**src/rtl/dsp_pkg.sv**
```systemverilog
// Shared DSP definitions for the sample-rate blocks.
// - sample_t / DATA_W_DEFAULT : default signed sample format
// - clog2()                   : ceil(log2(v)), usable in parameter defaults
// - clamp_phase()             : folds an out-of-range phase onto the last slot
package dsp_pkg;

    localparam int DATA_W_DEFAULT = 18;

    typedef logic signed [DATA_W_DEFAULT-1:0] sample_t;

    function automatic int clog2(input int v);
        int r;
        r = 0;
        while ((1 << r) < v) r++;
        return r;
    endfunction

    // Phase values past the end of the frame select the last sample.
    function automatic int clamp_phase(input int p, input int decim);
        return (p >= decim) ? decim - 1 : p;
    endfunction

endpackage

```
**src/rtl/decim_phase_counter.sv**
```systemverilog
// Frame position tracker for the M:1 decimator.
// Owns the sample counter, sync re-alignment and the latched (clamped) phase.
// Ports:
//   clk, reset     - clock, synchronous active-high reset
//   clk_en         - sample accept strobe
//   sync_in        - forces the current sample to frame index 0
//   phase          - requested keep-index (clamped to DECIM-1)
//   idx            - frame index of the sample presented this cycle
//   sel            - high when this cycle's accepted sample is the kept one
module decim_phase_counter
    import dsp_pkg::*;
#(
    parameter int DECIM = 4,
    parameter int CNT_W = clog2(DECIM)
) (
    input  logic             clk,
    input  logic             reset,
    input  logic             clk_en,
    input  logic             sync_in,
    input  logic [CNT_W-1:0] phase,
    output logic [CNT_W-1:0] idx,
    output logic             sel
);

    localparam logic [CNT_W-1:0] LAST = CNT_W'(DECIM - 1);

    logic [CNT_W-1:0] counter;
    logic [CNT_W-1:0] phase_q;
    logic [CNT_W-1:0] phase_c;

    assign phase_c = CNT_W'(clamp_phase(int'(phase), DECIM));
    assign idx     = sync_in ? '0 : counter;
    // Selection uses the phase latched at the frame boundary, so a phase
    // change mid-frame only takes effect from the next frame.
    assign sel     = clk_en && (idx == phase_q);

    always_ff @(posedge clk) begin
        if (reset) begin
            counter <= '0;
            phase_q <= phase_c;
        end else begin
            if (clk_en)
                counter <= (idx == LAST) ? '0 : idx + CNT_W'(1);
            else if (sync_in)
                counter <= '0;
            if (sync_in || (clk_en && (idx == LAST)))
                phase_q <= phase_c;
        end
    end

endmodule

```
**src/rtl/down_sampler_m_1.sv**
```systemverilog
// M:1 decimator for a signed sample stream gated by clk_en.
// Base mode keeps one accepted sample per DECIM at a runtime phase.
// Define DOWN_SAMPLER_AVG_EN for boxcar mode: each output is the floor mean
// of the DECIM samples of a frame (DECIM must then be a power of two).
// Ports:
//   clk, reset - clock, synchronous active-high reset
//   clk_en     - input sample strobe
//   sync_in    - re-align pulse, current accepted sample becomes index 0
//   phase      - index of the sample kept per frame (base mode only)
//   x_in       - signed input sample
//   y          - registered decimated sample
//   y_valid    - one-cycle pulse in the cycle y updates
module down_sampler_m_1
    import dsp_pkg::*;
#(
    parameter int DATA_W = DATA_W_DEFAULT,
    parameter int DECIM  = 4,
    parameter int CNT_W  = clog2(DECIM)
) (
    input  logic              clk,
    input  logic              reset,
    input  logic              clk_en,
    input  logic              sync_in,
    input  logic [CNT_W-1:0]  phase,
    input  logic [DATA_W-1:0] x_in,
    output logic [DATA_W-1:0] y,
    output logic              y_valid
);

    if (DECIM < 2 || DECIM > 256) begin : g_bad_decim
        $error("down_sampler_m_1: DECIM out of range 2..256");
    end

    logic [CNT_W-1:0] idx;
    logic             sel;

    decim_phase_counter #(
        .DECIM (DECIM),
        .CNT_W (CNT_W)
    ) u_cnt (
        .clk     (clk),
        .reset   (reset),
        .clk_en  (clk_en),
        .sync_in (sync_in),
        .phase   (phase),
        .idx     (idx),
        .sel     (sel)
    );

`ifdef DOWN_SAMPLER_AVG_EN

    if ((1 << CNT_W) != DECIM) begin : g_bad_pow2
        $error("down_sampler_m_1: boxcar mode needs DECIM a power of two");
    end

    localparam int               ACC_W = DATA_W + CNT_W;
    localparam logic [CNT_W-1:0] LAST  = CNT_W'(DECIM - 1);

    logic signed [ACC_W-1:0] acc;
    logic signed [ACC_W-1:0] x_ext;
    logic signed [ACC_W-1:0] acc_sum;
    logic                    last;
    logic                    unused_sel;

    assign unused_sel = sel;
    assign x_ext      = $signed({{CNT_W{x_in[DATA_W-1]}}, x_in});
    // Index 0 starts a fresh sum, which also covers a sync re-alignment.
    assign acc_sum    = ((idx == '0) ? '0 : acc) + x_ext;
    assign last       = clk_en && (idx == LAST);

    always_ff @(posedge clk) begin
        if (reset) begin
            acc     <= '0;
            y       <= '0;
            y_valid <= 1'b0;
        end else begin
            y_valid <= last;
            if (clk_en)
                acc <= acc_sum;
            // Dropping the low CNT_W bits is the arithmetic shift (floor).
            if (last)
                y <= acc_sum[ACC_W-1:CNT_W];
        end
    end

`else

    logic unused_idx;

    assign unused_idx = ^idx;

    always_ff @(posedge clk) begin
        if (reset) begin
            y       <= '0;
            y_valid <= 1'b0;
        end else begin
            y_valid <= sel;
            if (sel)
                y <= x_in;
        end
    end

`endif

endmodule
```
**config.mk**
```make
export PLATFORM = sky130hd
export DESIGN_NAME = down_sampler_m_1
export DESIGN_NICKNAME = d
export VERILOG_FILES = /design/src/rtl/dsp_pkg.sv /design/src/rtl/decim_phase_counter.sv /design/src/rtl/down_sampler_m_1.sv
export SDC_FILE = /design/constraint.sdc
export NUM_CORES = 1
export LEC_CHECK = 0
export BUFFER_PORTS_ARGS = -buffer_cell sky130_fd_sc_hd__buf_2
export CELL_PAD_IN_SITES_DETAIL_PLACEMENT = 0
export CELL_PAD_IN_SITES_GLOBAL_PLACEMENT = 2
export CORE_MARGIN = 2
export CORE_UTILIZATION = 23
export CTS_CLUSTER_SIZE = 40
export DETAILED_ROUTE_END_ITERATION = 6
export HOLD_SLACK_MARGIN = 0.12
export PLACE_DENSITY = 0.78
export REMOVE_ABC_BUFFERS = 1
export SLEW_MARGIN = 20
export SYNTH_ARGS = -nofsm -noshare
export SYNTH_HDL_FRONTEND = slang
export SYNTH_HIERARCHICAL = 1
export SYNTH_SLANG_ARGS = --single-unit
```
**constraint.sdc**
```tcl
create_clock -name clk -period 1.34 [get_ports clk]
set_input_delay 0.268 -clock clk [delete_from_list [all_inputs] [get_ports clk]]
set_output_delay 0.268 -clock clk [all_outputs]
set_load 0.01 [all_outputs]
```
Word-level counts from Yosys, hierarchy flattened
Index checks and enable logic that the tools add are counted.
{"block": "word_totals", "reg_bits": 23, "input_bits": 24, "elab_cells": 16}
{"block": "classes", "add_sub_neg": 1, "n_eq_ne": 2, "n_mux": 5, "n_reduce_logical": 4}
{"op": "2-to-1 mux 2 bit", "n": 5}
{"op": "adder 2 x 1 -> 2 bit, second input constant", "n": 1}
{"op": "== test 2 bit", "n": 1}
{"op": "== test 2 bit, second input constant", "n": 1}
{"op": "logical AND 1 bit", "n": 2}
{"op": "nonzero test 2 bit", "n": 1}
{"op": "logical OR 1 bit", "n": 1}

Logic depth before layout (Yosys ltp)
Gate-level depths: netlist (run 1).
{"block": "logic_depth", "word_depth": 6, "mapped_depth": 7, "depth_no_buf": 5}

By module
Netlist (run 1), hierarchy kept.
{"mod": "down_sampler_m_1", "n_inst": 1, "cells_each": 60, "area_each_um2": 675.6, "seq_area_each_um2": 380.4}
{"mod": "decim_phase_counter", "n_inst": 1, "cells_each": 21, "area_each_um2": 225.2, "seq_area_each_um2": 100.1}

Worst setup path after synthesis (run 1)
OpenSTA, ideal clock, no wires.
{"block": "synth_timing", "path_kind": "reg2reg", "start": "reg u_cnt.phase_q[1]", "end": "reg y[10]", "arrival_ns": 1.257, "t_required_ns": 1.223, "setup_slack_ns": -0.035, "stages_incl_launch_ff": 8, "period_less_slack_ns": 1.375, "path_cell_list": "edfxtp_1 > xnor2_1 > nand4_1 > nand3_1 > buf_6 > buf_12 > mux2i_1 > nor2_1"}
{"block": "synth_via", "elab_chain_len": 2}
{"element": "start: declaration", "line_no": "decim_phase_counter.sv:28", "source": "logic [CNT_W-1:0] phase_q;"}
{"element": "start signal: assignment", "line_no": "decim_phase_counter.sv:40", "source": "phase_q <= phase_c;"}
{"element": "start signal: assignment", "line_no": "decim_phase_counter.sv:47", "source": "phase_q <= phase_c;"}
{"element": "== test 2 bit", "line_no": "decim_phase_counter.sv:35", "source": "assign sel = clk_en && (idx == phase_q);"}
{"element": "logical AND 1 bit", "line_no": "decim_phase_counter.sv:35"}
{"element": "via sel", "line_no": "down_sampler_m_1.sv:35", "source": "logic sel;"}
{"element": "end signal: assignment", "line_no": "down_sampler_m_1.sv:99", "source": "y <= x_in;"}
{"element": "end: declaration", "line_no": "down_sampler_m_1.sv:26", "source": "output logic [DATA_W-1:0] y,"}
The timed path passes the listed nets, and every way through them passes these cells.
A chain may end at the register's enable or synchronous reset.

Final worst setup path (run 1)
Ends and elaborated chain as after synthesis.

==> flow_metrics.tcl, run 1 <==
set metrics [dict create \
    synth_most_common_cell "nor2_1" \
    finClkSkew_ps 0.579 \
    grt_max_degree 22 \
    ctsHoldBuffers 0 \
    hpwlAfterDp_microns 1450 \
    use_met1 0.100 \
    nFillCells 400 \
    initialDrtViolationCount 13 \
    startpoint_type "flop" \
    clockBufferDepth 2 \
    portBuffers 42 \
    grt_busiest_layer "met2" \
    status "finished with violations" \
    dp_slack_ps -75.1 \
    n_antenna_cell 0 \
    whs_path_depth 1 \
    grt.met3_usage 0.0389 \
    grt_pass1_vias 751 \
    rsz0062_at_grt "yes" \
    violations "negative setup slack" \
    worstPathArrival_ps 1540 \
    nets 155 \
    grt_pass1_wl_microns 3160 \
    layout-drive-gt1-share 0.442 \
    clock-root-buffer "clkbuf_8" \
    die_h_microns 66.6 \
    ys_top_cells_by_area "dfxtp_1, mux2i_1, nor2_1" \
    ff2ff_path_depth 6 \
    fp.coreArea_sq_um 3720 \
    post_drt_wl_per_cell_microns 10.9 \
    final_antenna_net_count 0 \
    fin_cells 177 \
    htree_levels 1 \
    endpoint_kind "flop" \
    peakVddDrop_v 0.000608 \
    grt_remaining_overflow 0 \
    dp_cells 171 \
    synth_cells 81 \
    powerDensity_nw_per_um2 1110 \
    synth-main-ff-cell "dfxtp_1" \
    setup_viol 18 \
    wl_microns 1930 \
    gp_congestion 0.630 \
    die_w_microns 66.6 \
    pwr-share-comb 0.151 \
    antenna_found_initial 0 \
    sw_frac_of_total 0.237 \
    yosysSeqAreaShare 0.533 \
    track_usage 0.0928 \
    min_path_type "in2reg" \
    synth_top_area_share 0.467 \
    cts_made_buffers 3 \
    start_util 0.242 \
    intPower_mw 1.05 \
    fmax_ghz 0.718 \
    mappedNetlistArea_sq_um 901 \
    critPathMaxFanout 10 \
    io_pins 43 \
    max_cap_violations 0 \
    p_switching_mw 0.325 \
    synth_edf_count 2 \
    power_mw 1.37 \
    slew_headroom 0.850 \
    yosysWarnings 6 \
    synth_top_cells_by_count "nor2_1, dfxtp_1, mux2i_1" \
    finalCoreUtilization 0.333 \
    clk_latency_ps 260 \
    setup_slack_ps -52.9 \
    use_met2 0.170 \
    synthDistinctLibCells 16 \
    fin_crit_sh 1.04 \
    cts_tree "built" \
    drt_pass1_iterations 2 \
    synth_largest_area_cell "dfxtp_1" \
    area_delta_synth_final_pct 37.4 \
    drc 0 \
    p_clk_frac 0.303 \
    fin_crit_ps 1390 \
    worst_slew_pin_slew_ps 224 \
    synth-async-reset-ratio 0 \
    hold_violations 0 \
    criticalPathCategory "reg2reg" \
    seq_power_share 0.547 \
    num_rows 22 \
    die_area_sq_um 4430 \
    cp.required_ps 1490 \
    cts.sinks 23 \
    finalMaxSlewViolations 0 \
    path_clk_slew_ps 80 \
    leakage_nw 0.574 \
    syn_area_per_cell_sq_um 11.1 \
    num_vias 729 \
    ys_seq_elements 23 \
    viasPerCell 4.12 \
]
==> through the flow <==
step / hold slack (ps) / TNS [ps] / cell area, sq um
final: 188 / -578 / 1240
after global routing: 171 / -2530 / 1240
after CTS: 182 / -881 / 1240
after detailed placement: 459 / -1070 / 1160
after global placement: 456 / -336 / 1160
after floorplan: 340 / -7750 / 860
==> state kept, by name (all words and copies together) (netlist names) <==
name	flops
u_cnt/counter	2
u_cnt/phase_q	2
y	18
y_valid	1
==> power by group through the flow <==
stage,Sequential (mW),Clock [mW],Combinational (mW)
floorplan,0.778,0,0.0869
global placement,0.765,0,0.192
detailed placement,0.767,0,0.198
CTS,0.751,0.444,0.213
global route,0.755,0.476,0.230
finish,0.751,0.415,0.207
==> kinds of logic (layout without fill, tap and decap cells) <==
logic type	count (synthesis)	after routing	share of synthesized area
flip-flops	23	23	0.533
multiplexers	19	19	0.211
buffers and inverters	4	52	0.0458
AO/OA/AOI/OAI	2	2	0.0194
XOR/XNOR	2	2	0.0194
adder cells (fa/ha/maj)	1	1	0.0139
AND/OR/NAND/NOR	30	30	0.157
==> cell type report <==
class / count / area [sq um] / area share
Timing Repair Buffer: 48 / 267 / 0.215
Tap cell: 48 / 60.1 / 0.0485
Multi-Input combinational cell: 54 / 384 / 0.310
Sequential cell: 23 / 480 / 0.388
Clock inverter: 1 / 5.00 / 0.00404
Clock buffer: 3 / 41.3 / 0.0334
==> metal layers <==
metal	vias up	wire length, microns	part of all wire
li1	366	-	-
met1	338	812	0.42
met2	23	957	0.50
met3	2	148	0.077
met4	0	8	0.0042
met5	-	0	0
==> final timing paths <==
check,startpoint,to,slack [ps]
worst max-delay path,u_cnt/phase_q[1],y[10],-50
worst min-delay path,phase[1],u_cnt/phase_q[1],190
worst max register to register,u_cnt/phase_q[1],y[10],-50
worst min register to register,y[3],y[3],490
==> worst max-delay path: stages, from the launching register on <==
cell,delay [ps]
edfxtp_1,430
xnor2_1,170
nand4_1,120
nand3_2,140
buf_8,160
mux2i_1,200
nor2_1,50
==> repair_timing <==
item	CTS	global route
buffers inserted	1	0
pin swaps	1	4
gates resized for setup	5	0
gates cloned	1	0
endpoints found under the setup margin	18	18
==> cells in the final DEF (no fill, tap or decap) <==
cell	instances
buf_2	42
nor2_1	23
dfxtp_1	21
mux2i_1	19
buf_4	4
clkbuf_8	3
nor2b_2	2
nand4_1	2
xnor2_1	2
edfxtp_1	2
nor2b_1	1
clkinv_2	1
buf_8	1
buf_6	1
nor2b_4	1
o211ai_1	1
nand3_2	1
a211o_2	1
ha_1	1
Power figures use the tool's default switching activity.
==> run 2, diff against run 1 <==
ABC_AREA = 1   (was unset)
CORE_UTILIZATION = 22   (was 23)
PLACE_DENSITY = unset   (was 0.78)
PLACE_DENSITY_LB_ADDON = 0.2   (was unset)
SETUP_SLACK_MARGIN = 0.5   (was unset)
==> run 2 against run 1 <==
Largest cell class is now multi-input combinational cells. Routed wire length is 38% higher. Sequential power up 4.9%. Final cell count up 43%. The flow now finishes without violations. Non-clock buffer count rose by 7. Die area increased by 22%. Critical path type unchanged. Combinational power up 100%. Largest power group unchanged. Sequential share of layout area shrank 10 points. Clock power grew 5.8%. Worst hold slack got worse by 12 ps. Critical endpoint is now y[6].
==> flow_metrics.tcl, run 2 <==
set metrics [dict create \
    gp_congestion 0.744 \
    placed_area_sq_um 1330 \
    crit_slowest_cell "edfxtp_1" \
    synth_largest_area_cell "dfxtp_1" \
    grt_pass1_vias 874 \
    post_drt_wl_per_cell_microns 10.5 \
    fin_crit_ps 1270 \
    cp_num_buf_inv 2 \
    synth_top_cells_by_count "nand2_1, nor2_1, inv_1" \
    clk_latency_ps 260 \
    setup_tns_ps 0 \
    final_cell_area_sq_um 1770 \
    rsz0062_at_grt "yes" \
    area_delta_synth_final_pct 66.4 \
    cts_tree "built" \
    max_cap_violations 0 \
    ys_top_cells_by_area "dfxtp_1, nand2_1, nor2_1" \
    finalCoreUtilization 0.377 \
    n_antenna_cell 0 \
    endpoint_kind "flop" \
    synthDistinctLibCells 17 \
    setup_slack_ps 71.8 \
    largest_reg_flops 18 \
    dp_slack_ps 13.7 \
    clockBufferDepth 2 \
    mappedNetlistArea_sq_um 1060 \
    grt_remaining_overflow 0 \
    cpPeakStageDelay_ps 410 \
    synth-main-ff-cell "dfxtp_1" \
    ctsHoldBuffers 0 \
    hold_violations 0 \
    cts.sinks 23 \
    drt-met1-wl_microns 1220 \
    yosysWarnings 6 \
    clock-root-buffer "clkbuf_8" \
    htree_levels 1 \
    nets 225 \
    num_rows 25 \
    die_h_microns 73.5 \
    path_clk_slew_ps 90 \
    ys_seq_elements 23 \
    wl_microns 2660 \
    synth_cells 145 \
    drc 0 \
    nFillCells 497 \
    largest_register "y" \
    portBuffers 42 \
    viasPerCell 3.91 \
    dr.max_layer_used "met4" \
    num_vias 989 \
    criticalPathCategory "reg2reg" \
    peakVddDrop_v 0.000288 \
    layout-drive-gt1-share 0.678 \
    r2r_setup_slack_ps 70 \
    die_area_sq_um 5400 \
    start_util 0.226 \
    synth_edf_count 2 \
    min_path_type "in2reg" \
    track_usage 0.0890 \
    fin_crit_sh 0.946 \
    regArea_sq_um 503 \
    initialDrtViolationCount 16 \
    leakage_nw 0.883 \
    yosysSeqAreaShare 0.452 \
    powerDensity_nw_per_um2 929 \
    crit_chain "nand2_1 -> nand3_2 -> nor2_4 -> buf_12 -> clkbuf_16 -> nand2_2 -> nand2_1 -> nor2_2" \
    wl_met3_microns 140 \
    cts_made_buffers 3 \
    hpwlAfterDp_microns 1620 \
    final_antenna_net_count 0 \
    io_pins 43 \
    finalMaxSlewViolations 0 \
    wl_met2_microns 1280 \
    final_cell_mix "buf_2, nor2_2, inv_1" \
    fp.coreArea_sq_um 4690 \
    synth_top_area_share 0.396 \
    worstPathArrival_ps 1430 \
    cp.required_ps 1500 \
    path_delay_family "simple AND/OR/NAND/NOR gates" \
    synth_most_common_cell "nand2_1" \
    layout_commonest_cell "buf_2" \
    startpoint_type "flop" \
    synth-async-reset-ratio 0 \
    grt_pass1_wl_microns 3750 \
    top_regs "y: 18 flops, u_cnt/counter: 2 flops, u_cnt/phase_q: 2 flops" \
    worst_slew_pin_slew_ps 360 \
    fmax_ghz 0.789 \
    setup_viol 0 \
    die_w_microns 73.5 \
    critPathMaxFanout 5 \
    drt_pass1_iterations 4 \
    slew_headroom 0.760 \
    finClkSkew_ps 4.18 \
    grt_max_degree 22 \
    crit_top_cell "nand2_1" \
    syn_area_per_cell_sq_um 7.33 \
    status "completed" \
    multiInputGateArea_sq_um 541 \
    antenna_found_initial 0 \
]
-- run 2: cell types whose count changed after synthesis, moves of 4 or more --
cell / before / now
inv_1: 0 / 23
inv_2: 0 / 4
mux2i_1: 19 / 0
nand2_1: 0 / 30
nand2_2: 0 / 12
nor2_1: 23 / 29
nor2_2: 0 / 11
-- run 2: metrics by stage --
stage	total power [mW]	std cells	hold slack (ps)
5_1_grt	1.75	253	159
3_3_place_gp	1.05	239	449
2_1_floorplan	0.937	140	340
3_5_place_dp	1.06	239	450
4_1_cts	1.58	244	163
6_report	1.64	253	176
-- run 2: area by class of cell --
type | count | area share
timing repair buffer | 55 | 0.287
multi-input combinational | 90 | 0.306
tap | 54 | 0.0382
inverter | 27 | 0.0587
clock buffer | 4 | 0.0255
sequential | 23 | 0.285
-- run 2: power breakdown --
part / switching, mW / total (mW) / internal (mW)
clock network: 0.227 / 0.439 / 0.212
logic: 0.188 / 0.415 / 0.226
registers: 0.0385 / 0.788 / 0.750
total: 0.454 / 1.64 / 1.19
-- run 2: final timing paths --
| path | startpoint | to | cells after the start |
|---|---|---|---|
| min | phase[1] | u_cnt/phase_q[1] | 1 |
| max | u_cnt/phase_q[0] | y[6] | 8 |
| min reg2reg | y[2] | y[2] | 2 |
| max reg2reg | u_cnt/phase_q[0] | y[6] | 8 |
-- run 2: repair_timing --
| item | in CTS | in global routing |
|---|---|---|
| gates resized for setup | 37 | 37 |
| gates cloned | 0 | 3 |
| pin swaps | 1 | 5 |
| setup endpoints to repair | 41 | 42 |
| buffers inserted | 1 | 6 |
-- run 2: cell families (layout without fill, tap and decap cells) --
kind of cell,Yosys count,in the layout,synth area share
DFF,23,23,0.452
buffers and inverters,32,86,0.153
AOI/OAI and AO/OA,3,3,0.0141
adders and majority gates,1,1,0.0118
and+or+nand+nor,86,86,0.369
-- run 2: worst reg2reg max path: stages (launching register included) --
cell       delay, ps
edfxtp_1         410
nand2_1          100
nand3_2          100
nor2_4           130
buf_12           140
clkbuf_16        150
nand2_2           50
nand2_1           60
nor2_2            40
-- run 2: layer usage --
layer,global-route usage,up-vias
met2,0.134,21
li1,-,525
met1,0.120,441
met5,0,-
met3,0.0274,2
met4,0.0303,0
